## src/rtl/xpmwrap_sdpram_reader.sv

```systemverilog
// Read-side controller for the simple dual-port RAM wrapper: (addr, len) command in, valid/ready stream out.
// Latency: command at T gives enb at T+1 and first beat at T+2+READ_LATENCY_B; backpressure is absorbed by a credit-limited FWFT FIFO.

// Generic first-word-fall-through FIFO, power-of-two depth.
// Latency: a push is visible at the head the next cycle.
// Backpressure: pop only when pop_rdy; the producer must never push while full.
module xpmwrap_sdpram_reader_fifo #(
  parameter int W     = 33,
  parameter int DEPTH = 4
) (
  input  logic         clk,
  input  logic         rst_n,
  input  logic         push_vld,
  input  logic [W-1:0] push_dat,
  input  logic         pop_rdy,
  output logic         pop_vld,
  output logic [W-1:0] pop_dat
);
  localparam int AW = $clog2(DEPTH);

  logic [AW:0]  wr_q, wr_d, rd_q, rd_d;
  logic [W-1:0] mem_q [DEPTH];
  logic         empty, full, pop;

  assign empty   = (wr_q == rd_q);
  assign full    = (wr_q[AW] != rd_q[AW]) && (wr_q[AW-1:0] == rd_q[AW-1:0]);
  assign pop     = pop_rdy && !empty;
  assign pop_vld = !empty;
  assign pop_dat = empty ? '0 : mem_q[rd_q[AW-1:0]];

  always_comb begin
    wr_d = wr_q + (AW+1)'(push_vld);
    rd_d = rd_q + (AW+1)'(pop);
  end

  always_ff @(posedge clk or negedge rst_n) begin
    if (!rst_n) begin
      wr_q <= '0;
      rd_q <= '0;
    end else begin
      wr_q <= wr_d;
      rd_q <= rd_d;
      assert (!(push_vld && full));
    end
  end

  always_ff @(posedge clk) begin
    if (push_vld) mem_q[wr_q[AW-1:0]] <= push_dat;
  end
endmodule

// Issues one RAM read per cycle while credit allows, tags each read through a latency pipe,
// and lands the returning words in the output FIFO; m_ready feeds ram_enb combinationally
// so a freed slot is reused the same cycle.
module xpmwrap_sdpram_reader #(
  parameter int ADDR_WIDTH_B      = 6,
  parameter int READ_DATA_WIDTH_B = 32,
  parameter int READ_LATENCY_B    = 2,
  parameter int FIFO_DEPTH        = 4
) (
  input  logic                         clkb,
  input  logic                         rstb_n,
  input  logic                         cmd_valid,
  output logic                         cmd_ready,
  input  logic [ADDR_WIDTH_B-1:0]      cmd_addr,
  input  logic [ADDR_WIDTH_B:0]        cmd_len,
  output logic [ADDR_WIDTH_B-1:0]      ram_addrb,
  output logic                         ram_enb,
  output logic                         ram_regceb,
  input  logic [READ_DATA_WIDTH_B-1:0] ram_doutb,
  output logic [READ_DATA_WIDTH_B-1:0] m_data,
  output logic                         m_valid,
  input  logic                         m_ready,
  output logic                         m_last,
  output logic                         busy
);
  localparam int CW = $clog2(FIFO_DEPTH) + 1;
  localparam int RW = ADDR_WIDTH_B + 1;
  localparam int L  = READ_LATENCY_B;

  typedef enum logic [1:0] {IDLE, ISSUE, DRAIN} state_t;

  state_t                  state_q, state_d;
  logic [ADDR_WIDTH_B-1:0] addr_q, addr_d;
  logic [RW-1:0]           rem_q, rem_d;
  logic [CW-1:0]           credit_q, credit_d;
  logic [L-1:0]            tag_vld_q, tag_vld_d, tag_last_q, tag_last_d;
  logic                    cmd_ready_q, cmd_ready_d, busy_q, busy_d;
  logic                    pop, issue, cmd_fire, fifo_vld;
  logic [READ_DATA_WIDTH_B:0] fifo_dat;

  assign pop      = fifo_vld && m_ready;
  assign cmd_fire = cmd_valid && cmd_ready_q;
  // credit covers words in the tag pipe plus the FIFO, so it can never overrun the FIFO
  assign issue    = (state_q == ISSUE) && ((credit_q - CW'(pop)) < CW'(FIFO_DEPTH));

  assign ram_enb    = issue;
  assign ram_addrb  = addr_q;
  assign ram_regceb = 1'b1;
  assign cmd_ready  = cmd_ready_q;
  assign busy       = busy_q;
  assign m_valid    = fifo_vld;
  assign {m_last, m_data} = fifo_dat;

  always_comb begin
    state_d    = state_q;
    addr_d     = addr_q;
    rem_d      = rem_q;
    credit_d   = credit_q + CW'(issue) - CW'(pop);
    tag_vld_d  = (tag_vld_q << 1) | L'(issue);
    tag_last_d = (tag_last_q << 1) | L'(issue && (rem_q == RW'(1)));
    case (state_q)
      IDLE: begin
        if (cmd_fire) begin
          addr_d = cmd_addr;
          rem_d  = cmd_len;
          if (cmd_len != '0) state_d = ISSUE;
        end
      end
      ISSUE: begin
        if (issue) begin
          addr_d = addr_q + ADDR_WIDTH_B'(1);
          rem_d  = rem_q - RW'(1);
          if (rem_q == RW'(1)) state_d = DRAIN;
        end
      end
      DRAIN: begin
        if (credit_d == '0) state_d = IDLE;
      end
      default: state_d = IDLE;
    endcase
    cmd_ready_d = (state_d == IDLE);
    busy_d      = (state_d != IDLE);
  end

  always_ff @(posedge clkb or negedge rstb_n) begin
    if (!rstb_n) begin
      state_q     <= IDLE;
      addr_q      <= '0;
      rem_q       <= '0;
      credit_q    <= '0;
      tag_vld_q   <= '0;
      tag_last_q  <= '0;
      cmd_ready_q <= 1'b0;
      busy_q      <= 1'b0;
    end else begin
      state_q     <= state_d;
      addr_q      <= addr_d;
      rem_q       <= rem_d;
      credit_q    <= credit_d;
      tag_vld_q   <= tag_vld_d;
      tag_last_q  <= tag_last_d;
      cmd_ready_q <= cmd_ready_d;
      busy_q      <= busy_d;
    end
  end

  xpmwrap_sdpram_reader_fifo #(
    .W     (READ_DATA_WIDTH_B + 1),
    .DEPTH (FIFO_DEPTH)
  ) u_fifo (
    .clk      (clkb),
    .rst_n    (rstb_n),
    .push_vld (tag_vld_q[L-1]),
    .push_dat ({tag_last_q[L-1], ram_doutb}),
    .pop_rdy  (m_ready),
    .pop_vld  (fifo_vld),
    .pop_dat  (fifo_dat)
  );
endmodule

```

## config.mk

```make
export PLATFORM = sky130hd
export DESIGN_NAME = xpmwrap_sdpram_reader
export DESIGN_NICKNAME = d
export VERILOG_FILES = /design/src/rtl/xpmwrap_sdpram_reader.sv
export SDC_FILE = /design/constraint.sdc
export NUM_CORES = 1
export LEC_CHECK = 0
export CAP_MARGIN = 20
export CELL_PAD_IN_SITES_DETAIL_PLACEMENT = 2
export CELL_PAD_IN_SITES_GLOBAL_PLACEMENT = 2
export CORE_UTILIZATION = 30
export DETAILED_ROUTE_END_ITERATION = 12
export GPL_ROUTABILITY_DRIVEN = 0
export PLACE_DENSITY_LB_ADDON = 0.25
export SYNTH_ARGS = -nofsm -noshare
export SYNTH_HDL_FRONTEND = slang
export SYNTH_SLANG_ARGS = --single-unit
```

## constraint.sdc

```tcl
create_clock -name clkb -period 3.4 [get_ports clkb]
set_input_delay 0.68 -clock clkb [delete_from_list [all_inputs] [get_ports clkb]]
set_output_delay 0.68 -clock clkb [all_outputs]
set_load 0.01 [all_outputs]
```

==> metrics.yaml, run 1 <==
outcome:
  status: "finished clean"
grt:
  grt_max_degree: 35
  grt_pass1_vias: 4123
  grt_use_total_pct: 14.0
  antenna_found_initial: 0
  gr-total-overflow: 0
  grt_pass1_wl_mm: 22.8
power_and_ir_drop:
  ir_drop_mv: 0.334
  seq_power_share_pct: 34.5
  p_switching_uw: 2820
  internal_power_uw: 5670
  swShare_pct: 33.2
  p_leak_uw: 0.00295
  pwr-share-comb_pct: 42.9
  clkPwrFrac_pct: 22.6
  powerDensity_nw_per_um2: 996
placed_design:
  placed_area_um2: 7910
  place.detailed.hpwl_mm: 8.90
  dp_cells: 725
  io_buffers: 91
route:
  antenna_left: 0
  via_count: 3576
  via_per_inst: 4.72
  drt_wl_total_mm: 14.5
  firstDrtPassIters: 4
  drc: 0
  drt_iter0_markers: 173
  wl_per_cell_um: 19.2
worst_setup_path:
  critical_path_arrival_ps: 3530
  cpLargestDelayFamily: "adder cells"
  critPathSlowestCell: "fa_1"
  rrSetupSlack_ps: 180
  end_kind: "register"
  rr_endpoint: "busy$_DFF_PN0_"
  crit_fanout: 3
  rr_startpoint: "u_fifo.rd_q[0]$_DFF_PN0_"
  worstRegToRegCells: 14
  critPathMostFrequentCell: "ha_2"
  path_buf_inv: 1
  crit_required_ps: 3710
  path_cells: "xor2_2 -> nor3_4 -> nor2b_1 -> ha_2 -> ha_4 -> xor2_4 -> nor2_4 -> ha_2 -> inv_1 -> fa_1 -> or3b_1 -> mux2i_1 -> o21bai_2 -> or2_1"
  path_class: "reg -> reg"
  critPathMaxStageDelay_ps: 520
  start_kind: "register"
finish:
  nFillCells: 2054
  area_growth_pct: 29.8
  fin_cells: 758
  regArea_um2: 4720
  multi_input_area_um2: 1800
  final_net_count: 530
  drive_gt1_share_pct: 20.5
  n_antenna_cell: 0
  final_cell_area_um2: 8530
synth:
  ys.flop_type: "edfxtp_1"
  synth_nets: 422
  yosysTopAreaCellShare_pct: 60.3
  synth_area_leaders: "edfxtp_1, dfrtp_1, mux4_2"
  synth_edf_count: 132
  ys_ff_latch: 162
  seq_area_frac_synth_pct: 71.7
  yosysWarnings: 0
  ys_types: 47
  async_flop_share_pct: 18.5
  synth_cells: 362
  synth_most_common_cell: "edfxtp_1"
  synth_largest_area_cell: "edfxtp_1"
  synth_area_um2: 6580
  synth_common_cells: "edfxtp_1, nor2b_1, mux4_2"
  syn_area_per_cell_um2: 18.2
sta:
  period_minus_slack_ps: 3220
  hold_viol_final: 0
  holdWs_ps: 356
  finalCritPeriodShare_pct: 94.8
  fin_skew_ps: 11.7
  setup_viol: 0
  worst_pin_slew_ps: 1050
  drv_slew: 0
  slew_headroom_pct: 29.7
  max_clock_freq_mhz: 310
  grt_setup_unrepaired: "no"
die:
  die-area_um2: 22500
  ioPinCount: 93
  core.rowCount: 53
  core_um2: 21300
  dieWidth_um: 150
  chipHeight_um: 150
  initial_core_util_pct: 30.9
min_path:
  holdPathStages: 0
  min_from: "tag_vld_q[0]$_DFF_PN0_"
  hold_path_class: "reg -> reg"
  whs_endpoint: "tag_vld_q[1]$_DFF_PN0_"
flow_run:
  drv_cap: 0
cts:
  cts.sinks: 162
  cts_made_buffers: 17
  tritoncts: "done"
  cts-htree-levels: 4
  clock_path_buffers: 2
  cts_hold_buf: 0
  cts_root_buffer: "clkbuf_16"
  clk_latency_ps: 420
  clkTransAtPathRegs_ps: 70
cell type report:
cell class,instances,area share [%]
inverter,8,0.352
clock inverter,15,2.05
timing repair buffer,107,12.2
multi-input combinational,174,21.1
clock buffer,17,4.99
sequential,162,55.3
tap,275,4.03
how the worst max path moves through the flow:
stage | startpoint | endpoint | slack (ps) | cells past startpoint
5_1_grt | u_fifo.rd_q[0]$_DFF_PN0_ | cmd_ready$_DFF_PN0_ | 5 | 15
2_1_floorplan | u_fifo.rd_q[0]$_DFF_PN0_ | busy$_DFF_PN0_ | -50 | 15
6_report | u_fifo.rd_q[0]$_DFF_PN0_ | busy$_DFF_PN0_ | 180 | 14
3_3_place_gp | m_ready | busy$_DFF_PN0_ | -240 | 13
3_5_place_dp | m_ready | busy$_DFF_PN0_ | -290 | 13
4_1_cts | u_fifo.rd_q[0]$_DFF_PN0_ | ram_enb | 10 | 9
state kept, by name, indices dropped and copies added (netlist names):
signal        cells
ram_addrb         6
cmd_ready         1
u_fifo.mem_q    132
u_fifo.rd_q       3
u_fifo.wr_q       3
busy              1
rem_q             7
tag_vld_q         2
tag_last_q        2
credit_q          3
state_q           2
repair_timing:
action,in CTS,in global routing
pin swaps,0,1
resized for setup,1,3
buffers inserted,0,1
endpoints found under the setup margin,32,3
endpoints found under the hold margin,0,0
layout by cell type (no fill, tap or decap), drive strengths merged, types with 3 or more instances in the layout:
cell / n
inv: 13
nor2b: 35
nor3: 3
nor2: 13
o21ai: 15
buf: 15
nand2b: 3
clkbuf: 18
nand2: 8
mux4: 33
dfrtp: 30
edfxtp: 132
ha: 10
clkdlybuf4s50: 90
a21oi: 11
mux2i: 3
clkinv: 7
xor2: 6
logic make-up (layout without fill, tap and decap cells):
logic type	after synthesis	in the layout	share of synthesized area, %
flip-flops	162	162	71.7
AND/OR/NAND/NOR	78	78	7.42
AO/OA/AOI/OAI	40	40	3.77
multiplexers	36	36	11.8
buffers and inverters	26	147	1.90
adder cells (fa/ha/maj)	11	11	2.21
XOR/XNOR	8	8	1.18
other	1	1	0.0570
power groups by stage:
stage               clock, µW  combinational (µW)  sequential, µW
finish                   1920                3640            2930
global route             2060                4030            2980
CTS                      1980                3750            2940
detailed placement          0                3720            2970
global placement            0                3640            2930
floorplan                   0                2070            2930
layer usage:
| metal | global-route usage [%] | routed length (µm) |
|---|---|---|
| met1 | 16.0 | 5990 |
| met2 | 24.7 | 7620 |
| met3 | 4.63 | 804 |
| met4 | 3.94 | 114 |
| met5 | 0 | 0 |
stage by stage:
step | util [%] | TNS [ps] | setup WS, ps | total power [µW]
floorplan | - | -52.6 | -52.6 | 5000
global placement | 37.1 | -607 | -237 | 6570
detailed placement | 37.1 | -760 | -288 | 6690
CTS | 40.0 | 0 | 11.9 | 8660
global route | 40.1 | 0 | 4.99 | 9060
finish | 40.1 | 0 | 176 | 8490
Power figures use the tool's default switching activity.
==> run 2: changes to the inputs <==
- CAP_MARGIN: 20 -> not set
==> results of run 2 <==
Final layout, timing and power as in run 1 (identical DEF).
